`config.mk`:
```
export PLATFORM = sky130hd
export DESIGN_NAME = char_vram_writer
export DESIGN_NICKNAME = d
export VERILOG_FILES = /design/src/rtl/char_vram_writer_pkg.sv /design/src/rtl/char_vram_writer_cursor.sv /design/src/rtl/char_vram_writer.sv
export SDC_FILE = /design/constraint.sdc
export NUM_CORES = 1
export LEC_CHECK = 0
export ABC_AREA = 1
export CAP_MARGIN = 20
export CELL_PAD_IN_SITES_DETAIL_PLACEMENT = 1
export CELL_PAD_IN_SITES_GLOBAL_PLACEMENT = 1
export CORE_ASPECT_RATIO = 1.5
export CORE_MARGIN = 8
export CORE_UTILIZATION = 37
export DETAILED_ROUTE_END_ITERATION = 12
export GPL_TIMING_DRIVEN = 0
export PLACE_DENSITY_LB_ADDON = 0.1
export SLEW_MARGIN = 20
export SYNTH_ARGS = -nofsm -noshare
export SYNTH_HDL_FRONTEND = slang
export SYNTH_SLANG_ARGS = --single-unit
export TNS_END_PERCENT = 10
```
`constraint.sdc`:
```
create_clock -name clk -period 1.85 [get_ports clk]
set_input_delay 0.37 -clock clk [delete_from_list [all_inputs] [get_ports clk]]
set_output_delay 0.37 -clock clk [all_outputs]
set_load 0.03 [all_outputs]
```
`src/rtl/char_vram_writer_pkg.sv`:
```
// -----------------------------------------------------------------------------
// char_vram_writer_pkg
// Shared definitions for the terminal-style char VRAM writer:
//   - default screen geometry (80x60) and cursor/address field widths
//   - ASCII control constants (BS, LF, FF, CR, SPACE)
//   - FSM state encoding and cursor-counter operation codes
//   - VRAM address packing {row, col}
// Build option: TEXT_CURSOR_EN adds the CUR_DRAW / CUR_ERASE states.
// -----------------------------------------------------------------------------
package char_vram_writer_pkg;

  localparam int COLS_DEF = 80;
  localparam int ROWS_DEF = 60;
  localparam int COL_W    = 7;
  localparam int ROW_W    = 6;
  localparam int ADDR_W   = ROW_W + COL_W;

  localparam logic [7:0] ASCII_BS    = 8'h08;
  localparam logic [7:0] ASCII_LF    = 8'h0A;
  localparam logic [7:0] ASCII_FF    = 8'h0C;
  localparam logic [7:0] ASCII_CR    = 8'h0D;
  localparam logic [7:0] ASCII_SPACE = 8'h20;

  typedef enum logic [2:0] {
    ST_IDLE      = 3'd0,
    ST_WRITE     = 3'd1,
    ST_CLR_ROW   = 3'd2,
    ST_CLR_ALL   = 3'd3
`ifdef TEXT_CURSOR_EN
    ,
    ST_CUR_DRAW  = 3'd4,
    ST_CUR_ERASE = 3'd5
`endif
  } state_e;

  // Operations applied to the cursor counters for one clock.
  typedef enum logic [2:0] {
    OP_NONE = 3'd0,  // hold
    OP_INC  = 3'd1,  // advance col, wrap into next row (also the full-screen scan)
    OP_SCAN = 3'd2,  // advance col, wrap to 0 on the same row (row clear scan)
    OP_DEC  = 3'd3,  // backspace, saturates at col 0
    OP_CR   = 3'd4,  // col = 0
    OP_NL   = 3'd5,  // col = 0, row + 1 with wrap
    OP_HOME = 3'd6   // (0,0)
  } cursor_op_e;

  function automatic logic [ADDR_W-1:0] pack_addr(input logic [ROW_W-1:0] row,
                                                  input logic [COL_W-1:0] col);
    return {row, col};
  endfunction

  function automatic logic is_printable(input logic [7:0] b);
    return (b >= 8'h20) && (b <= 8'h7E);
  endfunction

endpackage

```
`src/rtl/char_vram_writer_cursor.sv`:
```
// -----------------------------------------------------------------------------
// char_vram_writer_cursor
// Column/row counters for the text cursor. The same counters double as the
// scan position while a row or the whole screen is being cleared.
// Ports:
//   clk, rst_n   clock, asynchronous active-low reset (cursor -> (0,0))
//   op_i         operation for this clock (cursor_op_e)
//   col_o/row_o  current cursor position
//   col_wrap_o   strobe: this clock's INC/SCAN wraps col from COLS-1 to 0
//   row_wrap_o   strobe: this clock's row step wraps row from ROWS-1 to 0
// -----------------------------------------------------------------------------
module char_vram_writer_cursor
  import char_vram_writer_pkg::*;
#(
  parameter int COLS = COLS_DEF,
  parameter int ROWS = ROWS_DEF
) (
  input  logic             clk,
  input  logic             rst_n,
  input  cursor_op_e       op_i,
  output logic [COL_W-1:0] col_o,
  output logic [ROW_W-1:0] row_o,
  output logic             col_wrap_o,
  output logic             row_wrap_o
);

  localparam logic [COL_W-1:0] COL_LAST = COL_W'(COLS - 1);
  localparam logic [ROW_W-1:0] ROW_LAST = ROW_W'(ROWS - 1);
  localparam logic [COL_W-1:0] COL_ONE  = COL_W'(1);
  localparam logic [ROW_W-1:0] ROW_ONE  = ROW_W'(1);

  logic [COL_W-1:0] col_q, col_d;
  logic [ROW_W-1:0] row_q, row_d;
  logic             col_at_last;
  logic             row_at_last;
  logic             row_step;

  assign col_at_last = (col_q == COL_LAST);
  assign row_at_last = (row_q == ROW_LAST);

  always_comb begin
    col_d    = col_q;
    row_d    = row_q;
    row_step = 1'b0;
    case (op_i)
      OP_INC: begin
        if (col_at_last) begin
          col_d    = '0;
          row_step = 1'b1;
        end else begin
          col_d = col_q + COL_ONE;
        end
      end
      OP_SCAN: col_d = col_at_last ? '0 : (col_q + COL_ONE);
      OP_DEC:  if (col_q != '0) col_d = col_q - COL_ONE;
      OP_CR:   col_d = '0;
      OP_NL: begin
        col_d    = '0;
        row_step = 1'b1;
      end
      OP_HOME: begin
        col_d = '0;
        row_d = '0;
      end
      default: ;
    endcase
    // No scrolling: the screen is circular, so the last row steps back to 0.
    if (row_step) row_d = row_at_last ? '0 : (row_q + ROW_ONE);
  end

  always_ff @(posedge clk or negedge rst_n) begin
    if (!rst_n) begin
      col_q <= '0;
      row_q <= '0;
    end else begin
      col_q <= col_d;
      row_q <= row_d;
    end
  end

  assign col_o      = col_q;
  assign row_o      = row_q;
  assign col_wrap_o = ((op_i == OP_INC) || (op_i == OP_SCAN)) && col_at_last;
  assign row_wrap_o = row_step && row_at_last;

endmodule

```
`src/rtl/char_vram_writer.sv`:
```
// -----------------------------------------------------------------------------
// char_vram_writer
// Terminal-style writer for the 80x60 text-mode char VRAM write port.
// Takes an ASCII byte stream over valid/ready, keeps a cursor, interprets
// CR / LF / BS / FF and issues at most one single-cycle VRAM write per clock.
// VRAM address = {row[5:0], col[6:0]}.
// Ports:
//   clk, rst_n            clock, asynchronous active-low reset
//   in_ascii/in_valid     byte stream input
//   in_ready              high only in IDLE; transfer = in_valid & in_ready
//   vram_addr/vram_data   write port address/data (hold value when wea=0)
//   vram_wea              1-cycle write-enable pulse per write
//   cur_col/cur_row       cursor position
//   busy                  ~in_ready
// Build option: define TEXT_CURSOR_EN to draw CURSOR_CHAR at the cursor.
// -----------------------------------------------------------------------------
module char_vram_writer
  import char_vram_writer_pkg::*;
#(
  parameter int         COLS        = COLS_DEF,
  parameter int         ROWS        = ROWS_DEF,
  parameter int         CLR_ON_RST  = 1,
  parameter logic [7:0] CURSOR_CHAR = 8'h5F
) (
  input  logic              clk,
  input  logic              rst_n,
  input  logic [7:0]        in_ascii,
  input  logic              in_valid,
  output logic              in_ready,
  output logic [ADDR_W-1:0] vram_addr,
  output logic [7:0]        vram_data,
  output logic              vram_wea,
  output logic [COL_W-1:0]  cur_col,
  output logic [ROW_W-1:0]  cur_row,
  output logic              busy
);

  localparam state_e RST_STATE = (CLR_ON_RST != 0) ? ST_CLR_ALL : ST_IDLE;
  localparam logic [COL_W-1:0] COL_ONE = COL_W'(1);

  // Every path that returns to IDLE goes through this state first.
`ifdef TEXT_CURSOR_EN
  localparam state_e IDLE_ENTRY = ST_CUR_DRAW;
`else
  localparam state_e IDLE_ENTRY = ST_IDLE;
`endif

  state_e            state_q, state_d;
  logic [ADDR_W-1:0] vram_addr_q, addr_d;
  logic [7:0]        vram_data_q, data_d;
  logic              vram_wea_q, wea_d;

  cursor_op_e        cur_op;
  logic [COL_W-1:0]  col;
  logic [ROW_W-1:0]  row;
  logic              col_wrap;
  logic              row_wrap;

  // A CR/LF/BS that has been decoded and must now move the cursor.
  logic              ctrl_go;
  logic [7:0]        ctrl_code;

`ifdef TEXT_CURSOR_EN
  logic [7:0]        pend_q, pend_d;
`else
  logic              unused_cursor_char;
  assign unused_cursor_char = ^CURSOR_CHAR;
`endif

  char_vram_writer_cursor #(
    .COLS (COLS),
    .ROWS (ROWS)
  ) u_cursor (
    .clk        (clk),
    .rst_n      (rst_n),
    .op_i       (cur_op),
    .col_o      (col),
    .row_o      (row),
    .col_wrap_o (col_wrap),
    .row_wrap_o (row_wrap)
  );

  always_comb begin
    state_d = state_q;
    wea_d   = 1'b0;
    addr_d  = vram_addr_q;
    data_d  = vram_data_q;
    cur_op  = OP_NONE;
    ctrl_go = 1'b0;
`ifdef TEXT_CURSOR_EN
    pend_d    = pend_q;
    ctrl_code = pend_q;
`else
    ctrl_code = in_ascii;
`endif
    case (state_q)
      ST_IDLE: begin
        if (in_valid) begin
          if (is_printable(in_ascii)) begin
            // Write is registered here so it appears one clock after transfer;
            // WRITE then advances the cursor.
            wea_d   = 1'b1;
            addr_d  = pack_addr(row, col);
            data_d  = in_ascii;
            state_d = ST_WRITE;
          end else if (in_ascii == ASCII_FF) begin
            cur_op  = OP_HOME;
            state_d = ST_CLR_ALL;
          end else if ((in_ascii == ASCII_CR) || (in_ascii == ASCII_LF) ||
                       ((in_ascii == ASCII_BS) && (col != '0))) begin
`ifdef TEXT_CURSOR_EN
            pend_d  = in_ascii;
            state_d = ST_CUR_ERASE;
`else
            ctrl_go = 1'b1;
`endif
          end
          // Anything else (incl. BS at col 0) is consumed and dropped.
        end
      end
      ST_WRITE: begin
        cur_op  = OP_INC;
        state_d = col_wrap ? ST_CLR_ROW : IDLE_ENTRY;
      end
      ST_CLR_ROW: begin
        wea_d  = 1'b1;
        addr_d = pack_addr(row, col);
        data_d = ASCII_SPACE;
        cur_op = OP_SCAN;
        if (col_wrap) state_d = IDLE_ENTRY;
      end
      ST_CLR_ALL: begin
        // Raster scan on the cursor counters; finishing the last cell wraps
        // them back to (0,0), which is where the cursor must end up.
        wea_d  = 1'b1;
        addr_d = pack_addr(row, col);
        data_d = ASCII_SPACE;
        cur_op = OP_INC;
        if (row_wrap) state_d = IDLE_ENTRY;
      end
`ifdef TEXT_CURSOR_EN
      ST_CUR_DRAW: begin
        wea_d   = 1'b1;
        addr_d  = pack_addr(row, col);
        data_d  = CURSOR_CHAR;
        state_d = ST_IDLE;
      end
      ST_CUR_ERASE: begin
        wea_d   = 1'b1;
        addr_d  = pack_addr(row, col);
        data_d  = ASCII_SPACE;
        ctrl_go = 1'b1;
      end
`endif
      default: state_d = ST_IDLE;
    endcase

    if (ctrl_go) begin
      case (ctrl_code)
        ASCII_CR: begin
          cur_op  = OP_CR;
          state_d = IDLE_ENTRY;
        end
        ASCII_LF: begin
          cur_op  = OP_NL;
          state_d = ST_CLR_ROW;
        end
        ASCII_BS: begin
          cur_op  = OP_DEC;
          state_d = IDLE_ENTRY;
`ifndef TEXT_CURSOR_EN
          // With the cursor glyph enabled the following CUR_DRAW covers this cell.
          wea_d  = 1'b1;
          addr_d = pack_addr(row, col - COL_ONE);
          data_d = ASCII_SPACE;
`endif
        end
        default: state_d = IDLE_ENTRY;
      endcase
    end
  end

  always_ff @(posedge clk or negedge rst_n) begin
    if (!rst_n) begin
      state_q     <= RST_STATE;
      vram_addr_q <= '0;
      vram_data_q <= '0;
      vram_wea_q  <= 1'b0;
    end else begin
      state_q     <= state_d;
      vram_addr_q <= addr_d;
      vram_data_q <= data_d;
      vram_wea_q  <= wea_d;
    end
  end

`ifdef TEXT_CURSOR_EN
  always_ff @(posedge clk or negedge rst_n) begin
    if (!rst_n) pend_q <= '0;
    else        pend_q <= pend_d;
  end
`endif

  assign in_ready  = (state_q == ST_IDLE);
  assign busy      = (state_q != ST_IDLE);
  assign vram_addr = vram_addr_q;
  assign vram_data = vram_data_q;
  assign vram_wea  = vram_wea_q;
  assign cur_col   = col;
  assign cur_row   = row;

endmodule

```
==> Word-level counts from Yosys, hierarchy flattened <==
Index checks and enable logic that the tools add are counted.
{ "op_classes": {"add_sub_neg": 3, "order_cmp": 2, "n_eq_ne": 20, "mux": 43, "reduce_logical": 18} }
{ "op_table": {"columns": ["op", "count"], "rows": [
  ["$mux W13", 4],
  ["$eq A8 B4 Y1 const B", 4],
  ["$mux W8", 4],
  ["$mux W3", 10],
  ["$pmux W13 S2", 1],
  ["$pmux W7 S3", 1],
  ["$mux W6", 3],
  ["$pmux W3 S3", 2],
  ["$pmux W8 S2", 1],
  ["$mux W7", 2],
  ["$eq A3 B2 Y1 const B", 4],
  ["$pmux W3 S4", 1],
  ["$mux W1", 10],
  ["$eq A3 B3 Y1 const B", 3],
  ["$ge A8 B6 Y1 const B", 1],
  ["$le A8 B7 Y1 const B", 1],
  ["$add A7 B1 Y7 const B", 1],
  ["$eq A7 B7 Y1 const B", 1],
  ["$reduce_bool A7 Y1", 1],
  ["$sub A7 B1 Y7 const B", 1],
  ["$add A6 B1 Y6 const B", 1],
  ["$eq A3 B1 Y1 const B", 2],
  ["$eq A6 B6 Y1 const B", 1],
  ["$ne A3 B3 Y1 const B", 2],
  ["other kinds (14)", 24]
]} }
{ "word_totals": {"regBits": 38, "in_bits": 11, "output_inout_bits": 37, "wordCells": 92} }

==> Depth between registers and ports, before layout <==
{ "logic_depth": {"ltp_word": 15, "ltp_mapped": 14, "mapped_depth_nobuf": 14} }

==> Modules after synthesis <==
From an unflattened synthesis, not the netlist that was laid out.
{ "hier_totals": {"hier_cells": 450, "area_unflattened_um2": 2965.3} }
{ "modules_own_cells": {"columns": ["module", "n_inst", "cells_per_inst", "area_per_inst_um2", "seq_area_each_um2"], "rows": [
  ["char_vram_writer", 1, 282, 1815.5, 603.1],
  ["char_vram_writer_cursor", 1, 168, 1149.9, 325.3]
]} }

==> Worst setup path before layout <==
Ideal clock, no wire load.
{ "synth_timing": {"path_type": "register to register", "start": "reg state_q[1]", "end": "reg vram_data_q[5], in the netlist vram_data[5]", "arrival_time_ns": 1.751, "t_required_ns": 1.729, "path_slack_ns": -0.022, "stages_incl_launch_ff": 11, "synth_period_minus_slack_ns": 1.872, "cell_sequence": "dfstp_2 > inv_2 > nand2_2 > inv_1 > buf_2 > nand2_2 > nand2_2 > inv_2 > nand2_4 > buf_6 > o22a_1"} }
{ "synth_via": {"word_cells_on_any_way": 8} }
{ "synth_rtl": {"columns": ["item", "line", "text"], "rows": [
  ["from (decl)", "char_vram_writer.sv:48", "state_e state_q, state_d;"],
  ["from (signal assigned)", "char_vram_writer.sv:190", "state_q <= state_d;"],
  ["$logic_not A3 Y1 (*)", null, null],
  ["via in_ready", "char_vram_writer.sv:29", "output logic in_ready,"],
  ["$pmux W8 S2", "char_vram_writer.sv:96", "case (state_q)"],
  ["$mux W8", "char_vram_writer.sv:159", "case (ctrl_code)"],
  ["$mux W8 (*)", "char_vram_writer.sv:158", "if (ctrl_go) begin"],
  ["via data_d[5]", "char_vram_writer.sv:50", "logic [7:0] vram_data_q, data_d;"],
  ["to (signal assigned)", "char_vram_writer.sv:192", "vram_data_q <= data_d;"],
  ["to (decl)", "char_vram_writer.sv:50", null]
]} }
Mark *: on every way through the listed nets, which the timed path passes. The rest lies on a longest branch.
A chain may end at the register's enable or synchronous reset.

==> Final worst setup path <==
{ "layout_timing": {"start": "reg u_cursor.col_q[2], in the netlist u_cursor.col_o[2]", "end": "reg u_cursor.row_q[0], in the netlist u_cursor.row_o[0]"} }
{ "layout_via": {"elab_chain_cells": 12, "word_cells_on_any_way": 17} }
{ "layout_rtl": {"columns": ["item", "line", "text"], "rows": [
  ["from (decl)", "char_vram_writer_cursor.sv:32", "logic [COL_W-1:0] col_q, col_d;"],
  ["from (signal assigned)", "char_vram_writer_cursor.sv:76", "col_q <= col_d;"],
  ["$reduce_bool A7 Y1", "char_vram_writer.sv:110", "((in_ascii == ASCII_BS) && (col != '0))) begin"],
  ["$logic_and A1 B1 Y1", "char_vram_writer.sv:110", null],
  ["$logic_or A1 B1 Y1", "char_vram_writer.sv:109", "end else if ((in_ascii == ASCII_CR) || (in_ascii == ASCII_LF) ||"],
  ["$mux W1", "char_vram_writer.sv:109", null],
  ["$mux W1", "char_vram_writer.sv:106", "end else if (in_ascii == ASCII_FF) begin"],
  ["$mux W1", "char_vram_writer.sv:99", "if (is_printable(in_ascii)) begin"],
  ["$mux W1", "char_vram_writer.sv:98", "if (in_valid) begin"],
  ["$mux W1", "char_vram_writer.sv:96", null],
  ["$mux W3", "char_vram_writer.sv:158", null],
  ["$eq A3 B3 Y1 / $eq A3 B1 Y1 (equally long branches)", "char_vram_writer_cursor.sv:45", "case (op_i)"],
  ["$pmux W1 S2", "char_vram_writer_cursor.sv:45", null],
  ["$mux W6 / $reduce_bool A2 Y1 (equally long branches)", null, null],
  ["to (signal assigned)", "char_vram_writer_cursor.sv:77", "row_q <= row_d;"],
  ["to (decl)", "char_vram_writer_cursor.sv:33", "logic [ROW_W-1:0] row_q, row_d;"]
]} }
Several ways; a longest one is shown, not always the timed one.

==> metrics.sh <==
HTREEDEPTH=2
SYNTH_CELL_TYPE_COUNT=34
GP_ROUTABILITY_CONGESTION=0.847
FIRST_ITER_VIOLATIONS=77
SYNTH.FF_LATCH_COUNT=37
POST-ROUTE-UTIL_PCT=54.3
DRT_DRC_VIOLATIONS_LEFT=0
MULTI_INPUT_COMB_AREA_SQ_UM=1290
NUM_IO_PINS=48
FIRST_GLOBAL_VIAS=2391
MOST_FREQUENT_CELLS_IN_THE_LAYOUT='68 x nand2_1, 34 x inv_1, 33 x dfrtp_1'
FILLERS=741
TYPE_OF_ELEMENT_CAPTURING_THE_CRITICAL_PATH='flip-flop'
FINAL_MIN_PERIOD_OVER_CLOCK_PERIOD_PCT=101
MAXSLEWVIOLCOUNT=0
SYNTH_TOP_AREA_SHARE_PCT=38.4
GRT_OVERFLOW=0
POST_DP_CELL_AREA_SQ_UM=2860
FLOORPLAN.INITIALDENSITY_PCT=37.7
OUTCOME='finished, violations left'
FINCLKSKEW_NS=0.0101
SWITCHING_SHARE_PCT=45.5
POST_DRT_VIA_CELL_RATIO=5.10
REPORT.FINAL.HOLD_VIOL_COUNT=0
DIEAREA_SQ_UM=8980
TIMING.CRITICAL_PATH.FANOUT_MAX=7
SEQ_POWER_SHARE_PCT=26.8
FINAL_CELL_AREA_SQ_UM=3280
POST_SYNTH_INST_COUNT=294
SHARE_CLK_OF_TOTAL_POWER_PCT=15.1
NUMCTSBUFFERS=5
POSTSYNTHNETCOUNT=309
WIRE_PER_INST_UM=16.2
TIMING_WORST_SETUP_PATH_TYPE='flip-flop to flip-flop'
WORST_PIN_SLEW_NS=0.441
AREAGROWTHSYNTHTOFINISH_PCT=43.9
MIN_PATH_TYPE='primary input to flip-flop'
SYNTH.YOSYS.SEQ_AREA_SHARE_PCT=40.7
SYNTH_AREA_SQ_UM=2280
DIE_X_UM=80.1
GRT_FIRST_PASS_WIRELENGTH_MM=11.3
DRIVE_GT1_SHARE_PCT=23.9
PLACEMENTROWS=35
TRITONCTS='built'
DPL.CELL_COUNT=416
TOTAL_POWER_mW=4.92
RR_WORST_DEPTH=14
MAX-CLOCK-PATH-BUFFERS=2
CELLINTERNALPOWER_mW=2.68
FIN_CRIT_NS=1.86
WORST-ENDPOINT-REQUIRED_NS=2.03
TIMING.FINAL.WS_SETUP_NS=-0.0150
IO_BUFFERS=47
SYNTH_TOP_CELLS_BY_AREA='dfrtp_1 38%, nand2_1 12%, inv_1 6.1%'
MAXCAPVIOLCOUNT=0
N_ANTENNA_CELL=0
DESIGN.CORE.AREA_SQ_UM=6040
SYNTH_EDF_COUNT=0
PATH_CLK_SLEW_NS=0.08
VDD_IR_DROP_MAX_V=0.000842
ROUTED_WIRELENGTH_MM=7.14
LAYOUT_COMMONEST_CELL='nand2_1'
MAXIMUM_NUMBER_OF_PINS_ON_ONE_NET_BEFORE_GLOBAL_ROUTE_REPAIR=28
NUM_VIAS=2254
DRTANTENNAVIOLNETS=0
SYNTH_AREA_LEADER_CELL='dfrtp_1'
CLOCK_INSERTION_DELAY_WORST_SKEW_NS=0.30
CTSROOTBUFFERMASTER='clkbuf_8'
SYNTH_AREA_PER_CELL_SQ_UM=7.75
DR.PASS1.ITERS=4
PWR-SHARE-COMB_PCT=58.1
HOLD_SLACK_NS=0.383
SLEW-LIMIT-HEADROOM_PCT=70.4
SYNTH_WARNINGS=0
HOLD_DEPTH=3
SEQUENTIAL_CELL_AREA_SQ_UM=931
VERTICAL_DIE_DIMENSION_UM=112
TOTAL_SWITCHING_POWER_mW=2.24
SYNTH_ASYNC_SR_FLOP_SHARE_PCT=100
FIN_CELLS=442
FAILING_CHECKS='setup timing'
SYNTH_TOP_FLOP_CELL='dfrtp_1'
INITIAL_ANTENNA_VIOLATION_COUNT=0
HPWL_MM=5.27
FINAL-SETUP-VIOL-COUNT=4
CP.ARRIVAL_NS=2.05
CELLLEAKAGEPOWER_nW=1.56
CTS_SINKS=37
UNREPAIRED_SETUP_ENDPOINTS_AFTER_GLOBAL_ROUTING='yes'
FMAX_GHz=0.536
CRIT_PATH_START_KIND='flip-flop'
POWER.DENSITY_nW_PER_UM2=1500
FINALNETCOUNT=382
GROUTE.USAGE.OVERALL_PCT=15.9
-- final timing paths --
path / from / to / slack (ns)
min in group asynchronous: rst_n / vram_data[2]$_DFF_PN0_ / 0.49
worst max-delay path: u_cursor.col_o[2]$_DFFE_PN0P_ / u_cursor.row_o[0]$_DFFE_PN0P_ / -0.01
worst max register to register: u_cursor.col_o[2]$_DFFE_PN0P_ / u_cursor.row_o[0]$_DFFE_PN0P_ / -0.01
worst min register to register: vram_data[3]$_DFF_PN0_ / vram_data[3]$_DFF_PN0_ / 0.49
worst min-delay path: in_ascii[2] / vram_data[2]$_DFF_PN0_ / 0.38
max in group asynchronous: rst_n / state_q[1]$_DFFE_PN1P_ / 0.85
-- cells by family (layout without fill, tap and decap cells) --
kind of cell	after synthesis	count (layout)	synth area share, %
AOI/OAI and AO/OA	44	44	12.0
xor gates and xnor gates	13	13	4.99
adders and majority gates	4	4	2.20
DFF	37	37	40.7
and+or+nand+nor	148	148	31.4
buffers and inverters	48	122	8.67
-- worst max-delay path, stage by stage, from the launching register on --
cell and delay [ns]:
dfrtp_1 0.39, buf_6 0.14, nor2_4 0.13, nand2_1 0.10, nor2_2 0.12, inv_1 0.06, nand2_2 0.08, nand2_4 0.07
nand3_4 0.17, nand2_2 0.07, inv_2 0.07, nand3_4 0.09, buf_12 0.15, nand3_1 0.06, nand2_1 0.06
-- Yosys cell counts (2+ instances only) --
master    instances
dfstp_2           2
a32o_1            2
nand2_1          72
a31oi_1           3
nor2_4            5
nor3_1            6
nand3_4           2
dfrtp_1          35
nor2_1           24
o21ai_1           8
ha_1              4
nand3_1          22
nand3_2           2
nor2_2            2
xor2_1           13
nand2_4           2
o211ai_1          5
nand2_2           6
buf_4             2
nand4_1           4
o21ai_0          18
inv_2             6
buf_2             2
inv_1            37
-- cell type report --
| class | count | share of cell area [%] |
|---|---|---|
| plain buffers | 5 | 1.60 |
| repair buffers | 66 | 19.1 |
| clock inverters | 1 | 0.916 |
| inverters | 43 | 5.15 |
| multi-input cells | 209 | 39.4 |
| clock buffers | 7 | 2.63 |
| well taps | 74 | 2.82 |
| flip-flops and latches | 37 | 28.4 |
-- state kept, by name, indices dropped and copies added, names as in the netlist --
signal,flops
vram_addr,13
vram_wea,1
u_cursor.row_o,6
vram_data,8
u_cursor.col_o,7
state_q,2
-- metal layers --
layer | up-vias | track usage, % | routed length, um
met1 | 1087 | 16.0 | 2650
met5 | - | 0 | 0
li1 | 1094 | - | -
met2 | 57 | 30.4 | 4000
met3 | 16 | 2.72 | 296
met4 | 0 | 6.10 | 188
-- through the flow --
step                      worst slack, ns  setup TNS (ns)
after global placement             -0.572          -37.58
after floorplan                  -0.00309        -0.00616
final                             -0.0150         -0.0388
after CTS                         -0.0681          -0.363
after global routing               -0.162           -2.71
after detailed placement           -0.615          -18.21
-- power by group through the flow --
stage	combinational, mW	sequential, mW	clock (mW)
global placement	2.52	1.32	0
CTS	2.64	1.31	0.764
finish	2.86	1.32	0.743
detailed placement	2.56	1.33	0
global route	3.11	1.35	0.786
floorplan	1.20	1.75	0
-- timing repair --
action / in CTS / in global routing
gates resized for setup: 34 / 40
buffers inserted: 7 / 10
setup endpoints to repair: 41 / 34
pin swaps: 9 / 12
endpoints found under the hold margin: 10 / 0
hold buffers: 1 / 0
(Power assumes the default switching activity.)
